[config.mk]
export PLATFORM = sky130hd
export DESIGN_NAME = pipeline_hazard_ctrl_flat
export DESIGN_NICKNAME = d
export VERILOG_FILES = /design/src/rtl/pipe_ctrl_pkg.sv /design/src/rtl/pipeline_hazard_ctrl_if.sv /design/src/rtl/pipeline_hazard_ctrl_hazard_detect.sv /design/src/rtl/pipeline_hazard_ctrl.sv /design/src/flat_wrapper.sv
export SDC_FILE = /design/constraint.sdc
export NUM_CORES = 1
export LEC_CHECK = 0
export ABC_AREA = 1
export CAP_MARGIN = 15
export CORE_MARGIN = 8
export CORE_UTILIZATION = 30
export DETAILED_ROUTE_END_ITERATION = 16
export PLACE_DENSITY_LB_ADDON = 0.08
export RECOVER_POWER = 100
export SYNTH_ARGS = -nofsm -noshare
export SYNTH_HDL_FRONTEND = slang
export SYNTH_SLANG_ARGS = --single-unit
[constraint.sdc]
create_clock -name clock -period 1.5 [get_ports clock]
set_input_delay 0.3 -clock clock [delete_from_list [all_inputs] [get_ports clock]]
set_output_delay 0.3 -clock clock [all_outputs]
set_load 0.01 [all_outputs]
[src/rtl/pipe_ctrl_pkg.sv]
// Shared types and constants for the pipeline hazard/sequencing controller.
package pipe_ctrl_pkg;

    typedef enum logic [1:0] {
        ST_RUN      = 2'd0,
        ST_BR_FLUSH = 2'd1,
        ST_MD_WAIT  = 2'd2
    } ctrl_state_e;

    localparam int REG_ADDR_W_DEF = 5;

    // Register $zero: writes to it are discarded, so it never creates a hazard.
    localparam int unsigned ZERO_REG = 0;

    localparam int BR_CNT_W = 3;
    localparam int MD_CNT_W = 8;

endpackage

[src/rtl/pipeline_hazard_ctrl_if.sv]
// Hazard-controller bus: decode/EX status in, pipeline-register gating out.
// master = pipeline datapath side, slave = hazard controller.
interface pipeline_hazard_ctrl_if
    import pipe_ctrl_pkg::*;
#(
    parameter int REG_ADDR_W = REG_ADDR_W_DEF
);
    logic [REG_ADDR_W-1:0] ifid_rs;
    logic [REG_ADDR_W-1:0] ifid_rt;
    logic                  ifid_uses_rt;
    logic                  idex_mem_read;
    logic [REG_ADDR_W-1:0] idex_write_addr;
    logic                  branch_taken;
    logic                  jump;
    logic                  md_start;
    logic                  md_done;

    logic                  pc_write;
    logic                  ifid_write;
    logic                  ifid_flush;
    logic                  idex_flush;
    logic                  md_busy;
    logic                  md_timeout;
    logic [1:0]            state_o;

    modport master (
        output ifid_rs, ifid_rt, ifid_uses_rt, idex_mem_read, idex_write_addr,
               branch_taken, jump, md_start, md_done,
        input  pc_write, ifid_write, ifid_flush, idex_flush, md_busy,
               md_timeout, state_o
    );

    modport slave (
        input  ifid_rs, ifid_rt, ifid_uses_rt, idex_mem_read, idex_write_addr,
               branch_taken, jump, md_start, md_done,
        output pc_write, ifid_write, ifid_flush, idex_flush, md_busy,
               md_timeout, state_o
    );
endinterface

[src/rtl/pipeline_hazard_ctrl_hazard_detect.sv]
// Load-use comparator: flags an IF/ID instruction that reads the register a
// load in ID/EX is about to write. Purely combinational so a forwarding unit
// can reuse it.
module hazard_detect
    import pipe_ctrl_pkg::*;
#(
    parameter int REG_ADDR_W = REG_ADDR_W_DEF
)(
    input  logic                  idex_mem_read,
    input  logic [REG_ADDR_W-1:0] idex_write_addr,
    input  logic [REG_ADDR_W-1:0] ifid_rs,
    input  logic [REG_ADDR_W-1:0] ifid_rt,
    input  logic                  ifid_uses_rt,
    output logic                  load_use
);
    localparam logic [REG_ADDR_W-1:0] ZERO_ADDR = REG_ADDR_W'(ZERO_REG);

    // rt only matters when the consumer actually reads it (e.g. not for I-type ALU ops)
    always_comb begin
        load_use = idex_mem_read
                && (idex_write_addr != ZERO_ADDR)
                && ((idex_write_addr == ifid_rs)
                    || (ifid_uses_rt && (idex_write_addr == ifid_rt)));
    end
endmodule

[src/rtl/pipeline_hazard_ctrl.sv]
// Hazard and sequencing controller for the 5-stage MIPS32 pipeline.
// Gates PC / IF/ID / ID/EX updates for load-use stalls, taken branches,
// jumps and multi-cycle MULT/DIV waits.
// Optional build macro: HAZARD_PERF_CNT_EN adds perf_stall_cnt and
// perf_flush_cnt saturating event counters.
//
// state       | meaning
// ------------+--------------------------------------------------------------
// ST_RUN      | normal issue; resolves branch/md_start/load-use/jump per cycle
// ST_BR_FLUSH | extra wrong-path kill cycles after a taken branch
// ST_MD_WAIT  | front end frozen, bubbles into EX until md_done or timeout
module pipeline_hazard_ctrl
    import pipe_ctrl_pkg::*;
#(
    parameter int REG_ADDR_W = REG_ADDR_W_DEF,
    parameter int BR_PENALTY = 1,
    parameter int MD_TIMEOUT = 64
)(
    input  logic                  clock,
    input  logic                  reset,
    pipeline_hazard_ctrl_if.slave hz
`ifdef HAZARD_PERF_CNT_EN
    ,
    output logic [31:0]           perf_stall_cnt,
    output logic [31:0]           perf_flush_cnt
`endif
);
    localparam logic [BR_CNT_W-1:0] BR_LOAD = BR_CNT_W'(BR_PENALTY - 1);
    localparam logic [MD_CNT_W-1:0] MD_LAST = MD_CNT_W'(MD_TIMEOUT - 1);
    localparam logic [MD_CNT_W-1:0] MD_MAX  = '1;

    ctrl_state_e         state_q, state_d;
    logic [BR_CNT_W-1:0] br_cnt_q, br_cnt_d;
    logic [MD_CNT_W-1:0] md_cnt_q, md_cnt_d;
    logic                md_timeout_q, md_timeout_d;

    logic load_use;
    logic pc_write, ifid_write, ifid_flush, idex_flush, md_busy;

    hazard_detect #(
        .REG_ADDR_W (REG_ADDR_W)
    ) u_hazard_detect (
        .idex_mem_read   (hz.idex_mem_read),
        .idex_write_addr (hz.idex_write_addr),
        .ifid_rs         (hz.ifid_rs),
        .ifid_rt         (hz.ifid_rt),
        .ifid_uses_rt    (hz.ifid_uses_rt),
        .load_use        (load_use)
    );

    // State, counters and timeout pulse; reset abandons any flush or wait silently
    always_ff @(posedge clock) begin
        if (!reset) begin
            state_q      <= ST_RUN;
            br_cnt_q     <= '0;
            md_cnt_q     <= '0;
            md_timeout_q <= 1'b0;
        end else begin
            state_q      <= state_d;
            br_cnt_q     <= br_cnt_d;
            md_cnt_q     <= md_cnt_d;
            md_timeout_q <= md_timeout_d;
        end
    end

    // Next state: branch beats md_start; only these two leave RUN
    always_comb begin
        state_d      = state_q;
        br_cnt_d     = br_cnt_q;
        md_cnt_d     = md_cnt_q;
        md_timeout_d = 1'b0;
        case (state_q)
            ST_RUN: begin
                if (hz.branch_taken) begin
                    if (BR_PENALTY > 1) begin
                        br_cnt_d = BR_LOAD;
                        state_d  = ST_BR_FLUSH;
                    end
                end else if (hz.md_start) begin
                    md_cnt_d = '0;
                    state_d  = ST_MD_WAIT;
                end
            end
            ST_BR_FLUSH: begin
                br_cnt_d = br_cnt_q - 1'b1;
                // <= rather than == so a corrupted zero count cannot wrap to 7
                if (br_cnt_q <= BR_CNT_W'(1)) begin
                    state_d = ST_RUN;
                end
            end
            ST_MD_WAIT: begin
                if (md_cnt_q != MD_MAX) begin
                    md_cnt_d = md_cnt_q + 1'b1;
                end
                // A result arriving on the last allowed cycle still counts as done
                if (hz.md_done) begin
                    state_d = ST_RUN;
                end else if (md_cnt_q == MD_LAST) begin
                    state_d      = ST_RUN;
                    md_timeout_d = 1'b1;
                end
            end
            default: begin
                state_d = ST_RUN;
            end
        endcase
    end

    // Pipeline gating; defaults are the safe stall-and-flush pattern used in reset
    always_comb begin
        pc_write   = 1'b0;
        ifid_write = 1'b0;
        ifid_flush = 1'b1;
        idex_flush = 1'b1;
        md_busy    = 1'b0;
        if (reset) begin
            case (state_q)
                ST_RUN: begin
                    if (hz.branch_taken) begin
                        pc_write   = 1'b1;
                        ifid_write = 1'b1;
                        ifid_flush = 1'b1;
                        idex_flush = 1'b1;
                    end else if (hz.md_start) begin
                        pc_write   = 1'b1;
                        ifid_write = 1'b1;
                        ifid_flush = 1'b0;
                        idex_flush = 1'b0;
                    end else if (load_use) begin
                        pc_write   = 1'b0;
                        ifid_write = 1'b0;
                        ifid_flush = 1'b0;
                        idex_flush = 1'b1;
                    end else if (hz.jump) begin
                        pc_write   = 1'b1;
                        ifid_write = 1'b1;
                        ifid_flush = 1'b1;
                        idex_flush = 1'b0;
                    end else begin
                        pc_write   = 1'b1;
                        ifid_write = 1'b1;
                        ifid_flush = 1'b0;
                        idex_flush = 1'b0;
                    end
                end
                ST_BR_FLUSH: begin
                    pc_write   = 1'b1;
                    ifid_write = 1'b1;
                    ifid_flush = 1'b1;
                    idex_flush = 1'b1;
                end
                ST_MD_WAIT: begin
                    pc_write   = 1'b0;
                    ifid_write = 1'b0;
                    ifid_flush = 1'b0;
                    idex_flush = 1'b1;
                    md_busy    = 1'b1;
                end
                default: begin
                    pc_write = 1'b0;
                end
            endcase
        end
    end

    assign hz.pc_write   = pc_write;
    assign hz.ifid_write = ifid_write;
    assign hz.ifid_flush = ifid_flush;
    assign hz.idex_flush = idex_flush;
    assign hz.md_busy    = md_busy;
    assign hz.md_timeout = md_timeout_q;
    assign hz.state_o    = state_q;

`ifdef HAZARD_PERF_CNT_EN
    logic [31:0] perf_stall_q, perf_stall_d;
    logic [31:0] perf_flush_q, perf_flush_d;

    // Saturating counts of frozen-PC cycles and IF/ID kill cycles
    always_comb begin
        perf_stall_d = perf_stall_q;
        perf_flush_d = perf_flush_q;
        if (reset && !pc_write && (perf_stall_q != '1)) begin
            perf_stall_d = perf_stall_q + 32'd1;
        end
        if (reset && ifid_flush && (perf_flush_q != '1)) begin
            perf_flush_d = perf_flush_q + 32'd1;
        end
    end

    // Counter registers
    always_ff @(posedge clock) begin
        if (!reset) begin
            perf_stall_q <= '0;
            perf_flush_q <= '0;
        end else begin
            perf_stall_q <= perf_stall_d;
            perf_flush_q <= perf_flush_d;
        end
    end

    assign perf_stall_cnt = perf_stall_q;
    assign perf_flush_cnt = perf_flush_q;
`endif

endmodule

[src/flat_wrapper.sv]
// flat-port wrapper written by rule: the top's interface ports become plain ports
module pipeline_hazard_ctrl_flat import pipe_ctrl_pkg::*;
#(
    parameter int REG_ADDR_W = REG_ADDR_W_DEF,
    parameter int BR_PENALTY = 1,
    parameter int MD_TIMEOUT = 64
)
  (clock, reset, hz_ifid_rs, hz_ifid_rt, hz_ifid_uses_rt, hz_idex_mem_read, hz_idex_write_addr, hz_branch_taken, hz_jump, hz_md_start, hz_md_done, hz_pc_write, hz_ifid_write, hz_ifid_flush, hz_idex_flush, hz_md_busy, hz_md_timeout, hz_state_o);
  pipeline_hazard_ctrl_if #(.REG_ADDR_W(REG_ADDR_W)) hz_i ();
  input  logic clock;
  input  logic reset;
  input wire logic [$bits(hz_i.ifid_rs)-1:0] hz_ifid_rs;
  input wire logic [$bits(hz_i.ifid_rt)-1:0] hz_ifid_rt;
  input wire logic [$bits(hz_i.ifid_uses_rt)-1:0] hz_ifid_uses_rt;
  input wire logic [$bits(hz_i.idex_mem_read)-1:0] hz_idex_mem_read;
  input wire logic [$bits(hz_i.idex_write_addr)-1:0] hz_idex_write_addr;
  input wire logic [$bits(hz_i.branch_taken)-1:0] hz_branch_taken;
  input wire logic [$bits(hz_i.jump)-1:0] hz_jump;
  input wire logic [$bits(hz_i.md_start)-1:0] hz_md_start;
  input wire logic [$bits(hz_i.md_done)-1:0] hz_md_done;
  output wire logic [$bits(hz_i.pc_write)-1:0] hz_pc_write;
  output wire logic [$bits(hz_i.ifid_write)-1:0] hz_ifid_write;
  output wire logic [$bits(hz_i.ifid_flush)-1:0] hz_ifid_flush;
  output wire logic [$bits(hz_i.idex_flush)-1:0] hz_idex_flush;
  output wire logic [$bits(hz_i.md_busy)-1:0] hz_md_busy;
  output wire logic [$bits(hz_i.md_timeout)-1:0] hz_md_timeout;
  output wire logic [$bits(hz_i.state_o)-1:0] hz_state_o;
  assign hz_i.ifid_rs = hz_ifid_rs;
  assign hz_i.ifid_rt = hz_ifid_rt;
  assign hz_i.ifid_uses_rt = hz_ifid_uses_rt;
  assign hz_i.idex_mem_read = hz_idex_mem_read;
  assign hz_i.idex_write_addr = hz_idex_write_addr;
  assign hz_i.branch_taken = hz_branch_taken;
  assign hz_i.jump = hz_jump;
  assign hz_i.md_start = hz_md_start;
  assign hz_i.md_done = hz_md_done;
  assign hz_pc_write = hz_i.pc_write;
  assign hz_ifid_write = hz_i.ifid_write;
  assign hz_ifid_flush = hz_i.ifid_flush;
  assign hz_idex_flush = hz_i.idex_flush;
  assign hz_md_busy = hz_i.md_busy;
  assign hz_md_timeout = hz_i.md_timeout;
  assign hz_state_o = hz_i.state_o;
  pipeline_hazard_ctrl #(.REG_ADDR_W(REG_ADDR_W), .BR_PENALTY(BR_PENALTY), .MD_TIMEOUT(MD_TIMEOUT)) u_core (.clock(clock), .reset(reset), .hz(hz_i));
endmodule
# Word level (Yosys, flattened, before mapping)
# Index checks and enable logic that the tools add are counted.
# word_totals
n_memories,0
in_bits,23
latch_bits,0
reg_bits,14
mem_bits_rw,0
mem_bits_ro,0
# classes
shift,0
add_sub_neg,2
eq_ne,11
reduce_logical,10
mul,0
mux,29
n_div,0
bitwise,2
n_lt_le_gt_ge,1
# op_table
cell,count
two-way mux 8 bit,3
two-way mux 1 bit,17
one-hot mux 8 bit (2 select lines),1
== test 5 bit,2
two-way mux 2 bit,5
adder 8 x 1 -> 8 bit (second input constant),1
== test 8 x 6 -> 1 bit (second input constant),1
!= test 8 bit (second input constant),1
AND reduction 4 bit,2
one-hot mux 2 bit (3 select lines),1
nonzero test 5 bit,1
!= test 2 x 1 -> 1 bit (second input constant),2
!= test 2 bit (second input constant),2
one-hot mux 1 bit (2 select lines),2
less-or-equal comparator 3 x 1 -> 1 bit (second input constant),1
logical AND 1 bit,3
!= test 3 x 2 -> 1 bit (second input constant),1
OR reduction 3 bit,1
subtractor 3 x 1 -> 3 bit (second input constant),1
== test 2 x 1 -> 1 bit (second input constant),1
== test 2 bit (second input constant),1
logical NOT 2 bit,1
NOT 1 bit,2
nonzero test 2 bit,1
logical OR 1 bit,1

# Longest topological paths before layout
# logic_depth
depth_word,9
mapped_depth,10
depth_no_buf,9

# Cells and area by module
# From an unflattened synthesis, not the netlist that was laid out.
# unflattened
hier_cells,143
area_unflattened_um2,827.0
# modules_own_cells
module,cells_each,area_each_um2,n_inst,seq_area_each_um2
pipeline_hazard_ctrl,91,620.6,1,200.2
hazard_detect,52,206.4,1,0.0

# Worst setup path before layout
# OpenSTA, ideal clock, no wires.
# synth_path
kind,in2out
start,input hz_idex_write_addr[1]
end,output hz_pc_write
arrival_ns,0.997
required_ns,1.200
slack_ns,0.203
path_buffers,1
path_stages,10
path_cell_list,inv_1 nand2_1 nand2_1 nor2_1 nand3_1 nand2_1 nand4_1 nand2_1 inv_1 buf_4
# synth_between
elab_chain_len,9
# synth_lines
item,line_no,rtl
start: declaration,flat_wrapper.sv:16,input wire logic [$bits(hz_i.idex_write_addr)-1:0] hz_idex_write_addr;
== test 5 bit,pipeline_hazard_ctrl_hazard_detect.sv:23,|| (ifid_uses_rt && (idex_write_addr == ifid_rt)));
logical AND 1 bit,pipeline_hazard_ctrl_hazard_detect.sv:23,
logical OR 1 bit,pipeline_hazard_ctrl_hazard_detect.sv:23,
logical AND 1 bit (*),pipeline_hazard_ctrl_hazard_detect.sv:22,&& ((idex_write_addr == ifid_rs)
two-way mux 1 bit (*) (3 in series),-,
one-hot mux 1 bit (2 select lines) (*),-,
two-way mux 1 bit (*),-,
end: declaration,flat_wrapper.sv:21,output wire logic [$bits(hz_i.pc_write)-1:0] hz_pc_write;
# Mark *: on every way between the ends. The rest lies on a longest branch, timed or not.

# Worst setup path in the final report
# layout_path
start,input hz_idex_write_addr[0]
end,output hz_ifid_write
# layout_between
elab_chain_len,9
# layout_lines
item,line_no,rtl
== test 5 bit,pipeline_hazard_ctrl_hazard_detect.sv:23,
logical AND 1 bit,pipeline_hazard_ctrl_hazard_detect.sv:23,
logical OR 1 bit,pipeline_hazard_ctrl_hazard_detect.sv:23,
logical AND 1 bit (*),pipeline_hazard_ctrl_hazard_detect.sv:22,
two-way mux 1 bit (*),pipeline_hazard_ctrl.sv:129,end else if (load_use) begin
two-way mux 1 bit (*),pipeline_hazard_ctrl.sv:124,end else if (hz.md_start) begin
two-way mux 1 bit (*),pipeline_hazard_ctrl.sv:119,if (hz.branch_taken) begin
one-hot mux 1 bit (2 select lines) (*),pipeline_hazard_ctrl.sv:117,case (state_q)
two-way mux 1 bit (*),pipeline_hazard_ctrl.sv:116,if (reset) begin
end: declaration,flat_wrapper.sv:22,output wire logic [$bits(hz_i.ifid_write)-1:0] hz_ifid_write;
# Marked as above.

==> results by group <==
Drt
  – Wire per inst: around 12 um
  – Via density per instance: roughly 4.6
  – Final wirelength: between 2000 and 2500 um
  – Via count: a little under 1000
  – Number of remaining DRC errors: 0
  – Drt pass-1 iters: 4
  – Iteration-0 DRC Markers: 34
  – ANT nets after route: 0

STA
  – FMAX: between 0.6 and 0.7 GHz
  – Final slew viol count: 0
  – Setup violators final: 0
  – Setup TNS: 0 ns
  – Final Cycle Share: a little over nine tenths
  – RSZ-0062 raised after global routing: yes
  – Setup Skew: between 0.001 and 0.0015 ns
  – Final hold vios: 0
  – Fin crit period: between 1 and 1.5 ns

Layout
  – Most common cell after layout, fill and taps aside: nand2_1
  – Commonest cells after routing, fill and taps aside: nand2_1 (35), inv_1 (17), nor2_1 (16)
  – Area Growth Syn to Fin: 56.6%
  – Antenna diode count: 0
  – Share of cells above drive strength 1: 37.2%
  – Design area: 1300 um2
  – Nets: 209

Setup path
  – CP Class: input port to output pin
  – CP endpoint kind: output pin
  – CP Max Fanout: 4
  – Worst endpoint data arrival time: about 1.2 ns
  – Worst Setup Start Kind: input port
  – Worst EP required: 1.20 ns

GRT
  – Tot GR Track Use: 10.7%
  – Global-route wire length before repair: roughly 4000 um
  – Initial antenna violation count: 0
  – Largest net degree at the start of global routing: 8
  – Vias in the first global route: a little over 900
  – Gr ovfl total: 0

Die
  – Die Wd: just under 70 um
  – CORE AREA: roughly 2700 um2
  – Starting density of the core: 30.8%
  – Die area: roughly 4700 um2
  – I/O pin count: 31
  – # rows: 19
  – Chip Height: around 69 um

Placed design
  – Port Buffers: 29
  – Post-DP HPWL: 1960 um
  – GPL Wtd Cong: 0.812
  – Post-DP Area: approximately 1200 um2

Synthesis
  – #FFs+latches synth: 10
  – Sequential share of the synthesized area: about a quarter
  – Mapped cell area: slightly above 800 um2
  – Yosys warnings: 0
  – Synth unique cells: 23
  – Mapped Cells: approximately 140
  – Average cell area after synthesis: 5.83 um2
  – Post-synthesis net count: 166

Power and ir drop
  – Pwr dens: between 500 and 600 nW/um2
  – Worst VDD drop: approximately 0.00028 V
  – Leakage: between 0.0006 and 0.0007 uW

Run status
  – Status: finished, final reports clean

CTS
  – CTS clk-pin slew, worst paths: about 0.06 ns
  – Max clock buf depth: 2
  – Worst-skew pair later-pin latency: between 0.2 and 0.3 ns
  – H-tree depth: 1
  – Clock Sinks: 10
  – Clock Tree Root: clkbuf_4
  – TritonCTS buffer count: 3
  – CTS tree: yes
  – Hold_buf cts: 0

Flow run
  – Max_cap viols: 0

Worst hold path
  – HP Class: input port to flop
where the power goes:
part / total, uW / leakage [uW] / internal [uW] / switching [uW]
clock: 179 / 0.0000138 / 92.5 / 86.9
sequential: 273 / 0.0000816 / 269 / 4.01
combinational: 216 / 0.000560 / 110 / 106
total: 668 / 0.000655 / 472 / 197
cell usage after synthesis, drive strengths merged:
cell / number / area, um2
a21o: 1 / 8.76
a21oi: 8 / 40.0
buf: 3 / 20.0
conb: 1 / 3.75
dfxtp: 10 / 200
ha: 1 / 12.5
inv: 25 / 93.8
nand2: 45 / 176
nand3: 15 / 80.1
nand4: 4 / 40.0
nor2: 21 / 86.3
nor3: 3 / 20.0
o21ai: 2 / 21.3
o21bai: 1 / 7.51
xnor2: 1 / 8.76
xor2: 1 / 8.76
worst max-delay path: stages:
cell     delay, ns
buf_6         0.09
inv_4         0.03
nand2_2       0.04
nand2_1       0.05
nor2_1        0.12
nand3_1       0.10
nand2_2       0.09
nand4_1       0.10
nand2_1       0.07
inv_1         0.04
buf_2         0.13
sequential cells by signal, summed over array words and instances, names as in the netlist:
| register | count |
|---|---|
| u_core.hz.md_timeout | 1 |
| u_core.md_cnt_q | 8 |
| u_core.hz.state_o | 1 |
final timing paths:
check	from	endpoint	slack, ns	cells past startpoint
max reg2reg	u_core.md_cnt_q[1]$_SDFFE_PN0P_	u_core.md_cnt_q[3]$_SDFFE_PN0P_	0.11	7
min reg2reg	u_core.md_cnt_q[0]$_SDFFE_PN0P_	u_core.md_cnt_q[0]$_SDFFE_PN0P_	0.49	2
min	reset	u_core.hz.state_o[1]$_SDFFE_PN0P_	0.42	4
max	hz_idex_write_addr[0]	hz_ifid_write	0.05	11
layer usage:
metal | up-vias | track usage [%] | wire length [um]
met1 | 444 | 13.8 | 1150
met3 | 2 | 1.78 | 118
li1 | 519 | - | -
met5 | - | 0 | 0
met2 | 29 | 17.2 | 1180
met4 | 0 | 4.60 | 19
logic make-up after synthesis:
logic type	after synthesis	synth area share [%]
other	1	0.453
and+or+nand+nor	88	48.6
DFF	10	24.2
AOI/OAI and AO/OA	12	9.37
buffers and inverters	28	13.7
adders and majority gates	1	1.51
xor gates and xnor gates	2	2.12
repair_timing:
| item | in CTS | in global routing |
|---|---|---|
| resized for setup | 99 | 38 |
| gates cloned | 0 | 0 |
| endpoints found under the hold margin | 0 | 0 |
| setup buffers | 0 | 2 |
| pin swaps | 25 | 23 |
| endpoints found under the setup margin | 6 | 10 |
stage by stage:
| stage | hold slack [ns] | setup slack, ns | util [%] | cells | power [uW] |
|---|---|---|---|---|---|
| global route | 0.430 | -0.0312 | 48.3 | 214 | 715 |
| global placement | 0.472 | -0.844 | 45.1 | 209 | 481 |
| finish | 0.423 | 0.0464 | 48.3 | 214 | 668 |
| floorplan | 0.379 | 0.203 | - | 142 | 364 |
| detailed placement | 0.476 | -0.846 | 45.1 | 209 | 481 |
| CTS | 0.483 | 0.00331 | 43.9 | 212 | 645 |
cell type report:
| type | count | area [um2] |
|---|---|---|
| Clock buffer | 3 | 22.5 |
| Fill cell | 284 | 1390 |
| Inverter | 25 | 101 |
| Multi-Input combinational cell | 104 | 569 |
| Sequential cell | 10 | 203 |
| Tap cell | 31 | 38.8 |
| Timing Repair Buffer | 41 | 363 |
Note: power is estimated with default switching activity, not from simulation.
